<file path="config.mk">
export PLATFORM = sky130hd
export DESIGN_NAME = duty_sweep_pwm
export DESIGN_NICKNAME = d
export VERILOG_FILES = /design/src/rtl/mppt_sweep_pkg.sv /design/src/rtl/duty_sweep_pwm_kn_map.sv /design/src/rtl/duty_sweep_pwm.sv
export SDC_FILE = /design/constraint.sdc
export NUM_CORES = 1
export LEC_CHECK = 0
export CORE_MARGIN = 2
export CORE_UTILIZATION = 31
export CTS_CLUSTER_SIZE = 16
export DETAILED_ROUTE_END_ITERATION = 7
export DONT_BUFFER_PORTS = 1
export HOLD_SLACK_MARGIN = 0.03
export SETUP_SLACK_MARGIN = 0.4
export SLEW_MARGIN = 30
export SYNTH_ARGS = -nofsm -noshare
export SYNTH_HDL_FRONTEND = slang
export SYNTH_SLANG_ARGS = --single-unit
</file>
<file path="constraint.sdc">
create_clock -name clk -period 9.7 [get_ports clk]
set_input_delay 0 -clock clk [delete_from_list [all_inputs] [get_ports clk]]
set_output_delay 0 -clock clk [all_outputs]
set_load 0.01 [all_outputs]
</file>
<file path="src/rtl/mppt_sweep_pkg.sv">
// Shared types and constants for the open-loop duty sweep generator.
package mppt_sweep_pkg;

  // Sweep FSM: IDLE parks the carrier, RUN_UP/RUN_DOWN walk the step counter.
  typedef enum logic [1:0] {
    IDLE     = 2'd0,
    RUN_UP   = 2'd1,
    RUN_DOWN = 2'd2
  } state_e;

  // Sweep shape selected by the mode input.
  localparam logic MODE_SAW = 1'b0;
  localparam logic MODE_TRI = 1'b1;

endpackage

</file>
<file path="src/rtl/duty_sweep_pwm_kn_map.sv">
// Step index to duty word mapping: (cnt + KN_OFFSET) << KN_SHIFT, saturated
// to the largest value the PWM carrier can represent.
module kn_map #(
  parameter int CNT_W     = 6,
  parameter int KN_W      = 9,
  parameter int KN_OFFSET = 19,
  parameter int KN_SHIFT  = 2
) (
  input  logic [CNT_W-1:0] cnt_i,
  output logic [KN_W-1:0]  kn_o
);

  // One spare bit over KN_W+CNT_W keeps the offset sum from wrapping.
  localparam int SUM_W = KN_W + CNT_W + 1;

  logic [SUM_W-1:0] sum;

  assign sum = (SUM_W'(cnt_i) + SUM_W'(KN_OFFSET)) << KN_SHIFT;

  // Any bit above the carrier width means the duty would overflow: clamp.
  always_comb begin
    if (|sum[SUM_W-1:KN_W]) begin
      kn_o = '1;
    end else begin
      kn_o = sum[KN_W-1:0];
    end
  end

endmodule

</file>
<file path="src/rtl/duty_sweep_pwm.sv">
// Open-loop duty sweep generator: a step counter walks the operating range
// (sawtooth or triangle), each step is mapped to a duty word, and a PWM
// carrier applies that duty with updates only at period boundaries.
module duty_sweep_pwm
  import mppt_sweep_pkg::*;
#(
  parameter int CNT_W     = 6,
  parameter int KN_W      = 9,
  parameter int KN_OFFSET = 19,
  parameter int KN_SHIFT  = 2,
  parameter int DWELL_W   = 8
) (
  input  logic               clk,
  input  logic               rst,
  input  logic               en,
  input  logic               mode,
  input  logic [DWELL_W-1:0] dwell,
  input  logic [CNT_W-1:0]   cnt_max,
  output logic [CNT_W-1:0]   cnt,
  output logic [KN_W-1:0]    kn,
  output logic               dir,
  output logic               pwm,
  output logic               period_start,
  output logic               step
);

  state_e             state_q, state_d;
  logic [CNT_W-1:0]   cnt_q, cnt_d;
  logic               dir_q, dir_d;
  logic [KN_W-1:0]    kn_q, kn_d;
  logic [KN_W-1:0]    pcnt_q, pcnt_d;
  logic [DWELL_W-1:0] dwell_cnt_q, dwell_cnt_d;
  logic               step_q, step_d;

  logic               run;
  logic               period_end;
  logic [CNT_W-1:0]   map_in;
  logic [KN_W-1:0]    map_out;

  assign run        = (state_q != IDLE);
  assign period_end = run && (pcnt_q == '1);

  // Map the upcoming step index; under reset this yields the reset duty map(0).
  assign map_in = rst ? '0 : cnt_d;

  kn_map #(
    .CNT_W    (CNT_W),
    .KN_W     (KN_W),
    .KN_OFFSET(KN_OFFSET),
    .KN_SHIFT (KN_SHIFT)
  ) u_kn_map (
    .cnt_i(map_in),
    .kn_o (map_out)
  );

  // Next-state logic: FSM, carrier, dwell counter and step counter.
  always_comb begin
    state_d     = state_q;
    cnt_d       = cnt_q;
    dir_d       = dir_q;
    pcnt_d      = pcnt_q;
    dwell_cnt_d = dwell_cnt_q;
    step_d      = 1'b0;

    case (state_q)
      IDLE: begin
        pcnt_d      = '0;
        dwell_cnt_d = '0;
        if (en) begin
          // Resume in whichever direction the sweep was heading.
          state_d = dir_q ? RUN_DOWN : RUN_UP;
        end
      end
      default: begin
        if (!en) begin
          // Park: carrier and dwell restart, sweep position is kept.
          state_d     = IDLE;
          pcnt_d      = '0;
          dwell_cnt_d = '0;
        end else begin
          pcnt_d = pcnt_q + 1'b1;
          if (period_end) begin
            if (dwell_cnt_q == dwell) begin
              dwell_cnt_d = '0;
              step_d      = 1'b1;
              if (mode == MODE_SAW) begin
                state_d = RUN_UP;
                cnt_d   = (cnt_q >= cnt_max) ? '0 : cnt_q + 1'b1;
              end else if (state_q == RUN_UP) begin
                if (cnt_max == '0) begin
                  cnt_d = '0;
                end else if (cnt_q >= cnt_max) begin
                  // Turn around without repeating the endpoint.
                  state_d = RUN_DOWN;
                  cnt_d   = cnt_max - 1'b1;
                end else begin
                  cnt_d = cnt_q + 1'b1;
                end
              end else begin
                if (cnt_q == '0) begin
                  state_d = RUN_UP;
                  cnt_d   = (cnt_max == '0) ? '0 : CNT_W'(1);
                end else begin
                  cnt_d = cnt_q - 1'b1;
                end
              end
            end else begin
              dwell_cnt_d = dwell_cnt_q + 1'b1;
            end
          end
        end
      end
    endcase

    // Direction follows the run state and is frozen while idle.
    if (state_d != IDLE) begin
      dir_d = (state_d == RUN_DOWN);
    end
  end

  // Shadow duty register only reloads at the period boundary.
  always_comb begin
    kn_d = kn_q;
    if (period_end) begin
      kn_d = map_out;
    end
  end

  // State registers with synchronous reset.
  always_ff @(posedge clk) begin
    if (rst) begin
      state_q     <= IDLE;
      cnt_q       <= '0;
      dir_q       <= 1'b0;
      kn_q        <= map_out;
      pcnt_q      <= '0;
      dwell_cnt_q <= '0;
      step_q      <= 1'b0;
    end else begin
      state_q     <= state_d;
      cnt_q       <= cnt_d;
      dir_q       <= dir_d;
      kn_q        <= kn_d;
      pcnt_q      <= pcnt_d;
      dwell_cnt_q <= dwell_cnt_d;
      step_q      <= step_d;
    end
  end

  // Outputs decode registers only, so the gate signal cannot glitch.
  assign pwm          = run && (pcnt_q < kn_q);
  assign period_start = run && (pcnt_q == '0);
  assign step         = step_q;
  assign cnt          = cnt_q;
  assign kn           = kn_q;
  assign dir          = dir_q;

endmodule

</file>
==> metrics, run 1 <==
status complete, no violations; first-pass GRT wire length 9690 um; vias in the first global route 2,057; FFs w/ async S/R, synth 0%; Placer Congestion 0.849; cts repair resizes 0; clk buf depth 2; Final Cycle Share between 30% and 40%; Top FF cell, synth dfxtp_1; fmax about 0.29 GHz; Finish-stage setup viols 0; Post-synth EDFFs 7; Vias per Instance 5.14; ratio of cells with drive above 1 in the final layout 3.97%; Data arrival, critical path 3.47 ns; CP required 9.73 ns; initial antenna violation count 0; # rows 32; post-synthesis sequential area ratio 30.8%; antenna diode count 0; router iterations before antenna repair 4; I/O pin count 37; Worst Skew 0.00574 ns; CP endpoint kind flop; core area 7690 sq um; Final Max Tran Viols 0; flop2flop setup slack approximately 6.3 ns; DIE WIDTH 92.6 um; worst slew pin tran 0.860 ns; routed wire length 5820 um; dpl cell area 2530 sq um; CP Max Fanout 7; largest net degree at the start of global routing 13; Die ar. 8580 sq um; RSZ-0062 raised after global routing false; Initial DRC Count 122; Ys Warns 0; post-layout util between 30 and 40%; Area Growth Syn to Fin 8.94%; Post-Layout Inst Area 2650 sq um; Setup CP Type reg -> reg; port bufs 0; Detail Route Antenna Nets 0; Clock Latency Late Sink 0.29 ns; Post-layout nets between 300 and 400; clock-pin slew on the worst setup and hold paths 0.07 ns; synth unique cells 49; Sink Count 34; Die Ht 92.6 um; via count around 2.1k; Hold Path Class in -> reg; clk root buf clkbuf_8; grt total ovfl 0; Cells after Synth 296; synthesized flop and latch total 34; Final Hold Fails 0; Initial Utilization 31.7%; H-tree levels 2; Pleak 1.07 nW; most common cell after layout, fill and taps aside nor2_1; DRC viols 0; WL per Instance 14.4 um; Period minus WS final 3.44 ns; hpwl dp between 4000 and 5000 um; Setup TNS 0 ns; max_cap viols 0; crit start category flop; clock buffer count from CTS 5; Synth Cell Area approximately 2400 sq um; CTS tree built; GRT Util Overall 14.2%; Mean Syn Cell Area 8.23 sq um; Peak VDD IR 53.5 uV; most frequent cells in the layout nor2_1 (32), dfxtp_1 (27), inv_1 (25), xnor2_1 (25), nand2_1 (25); Pwr per Cell Area 101 nW/um^2; Pwr Total 267 uW; Relative slew margins 42.2%
==> worst max-delay path, stage by stage, from the launching register on <==
cell     delay, ns
dfxtp_1       0.39
ha_1          0.20
nand3_1       0.14
nor3_1        0.21
ha_1          0.23
o21a_4        0.18
nand4_1       0.13
or3_4         0.42
o41ai_1       0.46
a21o_1        0.17
nand2_1       0.08
ha_1          0.24
nor3b_4       0.23
mux2i_1       0.09
==> cell usage after synthesis, types with 3 or more instances <==
library cell | instances | area share (%)
a211oi_1 | 3 | 0.92
a21o_1 | 6 | 1.8
a21oi_1 | 16 | 3.3
a31oi_1 | 3 | 0.77
and2_1 | 5 | 1.3
and3_1 | 3 | 0.77
clkbuf_1 | 4 | 0.62
dfxtp_1 | 27 | 22
edfxtp_1 | 7 | 8.6
ha_1 | 21 | 11
inv_1 | 25 | 3.9
nand2_1 | 25 | 3.9
nand2b_1 | 4 | 1.0
nand3_1 | 12 | 2.5
nand4_1 | 8 | 2.1
nor2_1 | 32 | 4.9
nor2b_1 | 3 | 0.77
nor3_1 | 13 | 2.7
nor4_1 | 3 | 0.77
o21ai_0 | 5 | 1.0
o21ai_1 | 3 | 0.62
or3_1 | 4 | 1.0
xnor2_1 | 25 | 9.0
xor2_1 | 5 | 1.8
==> metrics by stage <==
| stage | setup slack [ns] | hold WS, ns | cells |
|---|---|---|---|
| 2_1_floorplan | 6.58 | 0.143 | 297 |
| 6_report | 6.26 | 0.0818 | 404 |
| 5_1_grt | 5.98 | 0.0818 | 404 |
| 3_3_place_gp | 6.39 | 0.0827 | 392 |
| 4_1_cts | 6.27 | 0.0767 | 404 |
| 3_5_place_dp | 6.28 | 0.0844 | 392 |
==> state kept, by name, summed over array words and instances (netlist names) <==
| name | flops |
|---|---|
| cnt | 6 |
| kn | 7 |
| state_q | 2 |
| dwell_cnt_q | 8 |
| pcnt_q | 9 |
| dir | 1 |
| step | 1 |
==> power by group <==
group	total [mW]	internal (mW)	switching, mW
Sequential	0.147	0.145	0.00171
Clock	0.101	0.0493	0.0514
Combinational	0.0193	0.00726	0.0120
Total	0.267	0.202	0.0651
==> layer usage <==
layer	vias up	share of wire (%)	global-route usage, %
met5	-	0	0
met4	0	1.4	3.68
met3	8	7.0	5.29
met2	62	44	21.8
met1	955	47	18.7
li1	1052	-	-
==> layout make-up <==
type                            count  area (sq um)
Clock buffer                        6          72.6
Clock inverter                      2          8.76
Tap cell                          102           128
Multi-Input combinational cell    230          1560
Timing Repair Buffer                4          40.0
Inverter                           26          97.6
Sequential cell                    34           751
Fill cell                         837          5030
==> what timing repair did <==
item,CTS,global route
hold buffers,4,0
endpoints found under the hold margin,13,0
buffers inserted,0,0
==> path summary, 6_finish.rpt <==
kind	cells past startpoint	to	start
worst max-delay path	13	kn[6]	pcnt_q[0]
worst max register to register	13	kn[6]	pcnt_q[0]
worst min register to register	1	pcnt_q[0]	pcnt_q[0]
worst min-delay path	4	cnt[0]	mode
==> cells by family after synthesis <==
family | count (synthesis) | synth area share (%)
AO/OA/AOI/OAI | 57 | 16.6
AND/OR/NAND/NOR | 118 | 24.5
flip-flops | 34 | 30.8
adder cells (fa/ha/maj) | 21 | 10.8
other | 1 | 0.154
buffers and inverters | 33 | 5.45
multiplexers | 2 | 0.822
XOR/XNOR | 30 | 10.8
(Power assumes the default switching activity.)
==> run 2, diff against run 1 <==
- clock period: 9.7 -> 3 ns (I/O delays scaled with it)
==> metrics, run 2 (synthesized netlist as in run 1, its figures left out) <==
Setup WS pre-CTS -0.0133 ns (-6.29 ns); Setup TNS 0 ns (unchanged); most common cell after layout, fill and taps aside buf_4; RSZ-0062 raised after global routing true; Setup CP Type reg -> reg; Die Ht 92.6 um (unchanged); worst slew pin tran 0.509 ns (-0.350 ns); Hold Path Depth 2 (-2); FF-to-FF End kn[6]; FF-to-FF Start pcnt_q[0]; setup slack after layout 0.0976 ns (-6.16 ns); Vias per Instance 4.98 (-3.1%); H-tree levels 2 (unchanged); # rows 32 (unchanged); Placer Congestion 0.873 (+2.8%); DIE WIDTH 92.6 um (unchanged); CP required 3.14 ns (-6.59 ns); Pwr per Cell Area 284 nW/um^2 (+180%); Cells after DPL 417 (+6.4%); initial antenna violation count 0 (unchanged); status complete, no violations; Final Max Tran Viols 0 (unchanged); vias in the first global route 2,089 (+1.6%); Internal Power 655 uW (+220%); routed wire length 6170 um (+6.1%); core area 7690 sq um (unchanged); Worst Skew 0.00707 ns (+0.00133 ns); Data arrival, critical path 3.04 ns (-0.43 ns); Initial Utilization 31.7% (unchanged); fmax 0.345 GHz (+19%); CTS tree built; CP endpoint kind flop; max reg flops 9 (unchanged); Finished Layout Cells 438 (+8.4%); I/O pin count 37 (unchanged); flop2flop setup slack 0.1 ns (-6.16 ns); Final Cycle Share 96.7% (+61 points); Peak VDD IR 161 uV (+200%); crit path from pcnt_q[0]; WL per Instance 14.1 um (-2.1%); antenna diode count 0 (unchanged); GRT Util Overall 14.4% (+0.24 points); Detail Route Antenna Nets 0 (unchanged); Post-layout nets 374 (+10%); Sink Count 34 (unchanged); FILL cells 798 (-4.7%); CP Max Fanout 4 (-3); Initial DRC Count 160 (+31%); combinational power share 7.8% (+0.6 points); Clk pwr share 37.1% (-0.6 points); clock-pin slew on the worst setup and hold paths 0.07 ns (about the same); Biggest register pcnt_q; max_cap viols 0 (unchanged); most frequent cells in the layout buf_4 (33), nor2_1 (32), xnor2_1 (25), dfxtp_1 (25); largest net degree at the start of global routing 12 (-1); grt total ovfl 0 (unchanged); DRC viols 0 (unchanged); Worst Hold Launch rst; clk root buf clkbuf_8; Worst Hold Path EP pcnt_q[0]; clk buf depth 2 (unchanged); Final Hold Fails 0 (unchanged); port bufs 0 (unchanged); Relative slew margins 65.8% (+24 points); Reg2Reg Depth 12 (-1); Finish-stage setup viols 0 (unchanged); via count 2,181 (+5.0%); Die ar. 8580 sq um (unchanged); Area Growth Syn to Fin 24.9%; Pleak 1.26 nW (+18%); ratio of cells with drive above 1 in the final layout 19.9% (+16 points); switching share of power 24.1% (-0.30 points); hpwl dp 4830 um (+7.1%); first-pass GRT wire length 9820 um (+1.4%); sequential power share 55.0% (about the same); Hold Path Class in -> reg; Clock Latency Late Sink 0.28 ns (about the same); clock buffer count from CTS 5 (unchanged); Period minus WS final 2.90 ns (-0.539 ns); crit start category flop; P_sw 208 uW (+220%); router iterations before antenna repair 5 (+1)
run 2: what timing repair did:
item | in CTS | in global routing
buffers inserted | 8 | 2
endpoints found under the setup margin | 6 | 12
pin swaps | 6 | 1
hold endpoints to repair | 8 | 0
hold buffers | 3 | 0
resized for setup | 4 | 10
run 2: layout make-up:
type	count	area (sq um)	share of cell area [%]
Clock inverter	2	10.0	0.329
Tap cell	102	128	4.20
Clock buffer	6	72.6	2.39
Timing Repair Buffer	38	300	9.87
Inverter	26	97.6	3.21
Sequential cell	34	753	24.8
Multi-Input combinational cell	230	1680	55.2
run 2: power groups by stage:
stage / registers, mW / clock network, mW / logic [mW]
after CTS: 0.475 / 0.333 / 0.0645
after floorplan: 0.484 / 0 / 0.0496
final: 0.475 / 0.320 / 0.0675
after global placement: 0.485 / 0 / 0.0582
after global routing: 0.475 / 0.355 / 0.0760
after detailed placement: 0.485 / 0 / 0.0584
run 2: critical path: stages, from the launching register on:
cell	delay (ns)
dfxtp_2	0.35
ha_4	0.15
nand3_4	0.07
nor3_2	0.16
ha_2	0.21
o21a_4	0.12
nand4_1	0.11
or3_4	0.41
buf_6	0.13
or4_4	0.43
o311ai_4	0.12
nor3b_4	0.27
mux2i_1	0.21
run 2: worst max path at each step:
| stage | to | slack [ns] | depth (start not counted) |
|---|---|---|---|
| 2_1_floorplan | kn[6] | 0.04 | 13 |
| 3_3_place_gp | kn[6] | 0.05 | 13 |
| 3_5_place_dp | kn[6] | -0.01 | 13 |
| 4_1_cts | kn[6] | 0.10 | 12 |
| 5_1_grt | kn[6] | -0.04 | 12 |
| 6_report | kn[6] | 0.1 | 12 |
run 2: per-stage QoR:
| stage | instance area [sq um] | hold slack [ns] | power, mW | utilization [%] |
|---|---|---|---|---|
| final | 3040 | 0.0938 | 0.863 | 39.6 |
| after global routing | 3040 | 0.118 | 0.906 | 39.6 |
| after floorplan | 2500 | 0.143 | 0.534 | - |
| after CTS | 2970 | 0.0931 | 0.872 | 38.7 |
| after detailed placement | 2780 | 0.0827 | 0.544 | 36.2 |
| after global placement | 2780 | 0.0818 | 0.543 | 36.2 |
run 2: per-layer routing:
layer	part of all wire (%)	track usage [%]	vias up
li1	-	-	1116
met1	45	17.7	1010
met2	46	24.3	48
met3	8.0	4.48	7
met4	0.92	4.04	0
met5	0	0	-
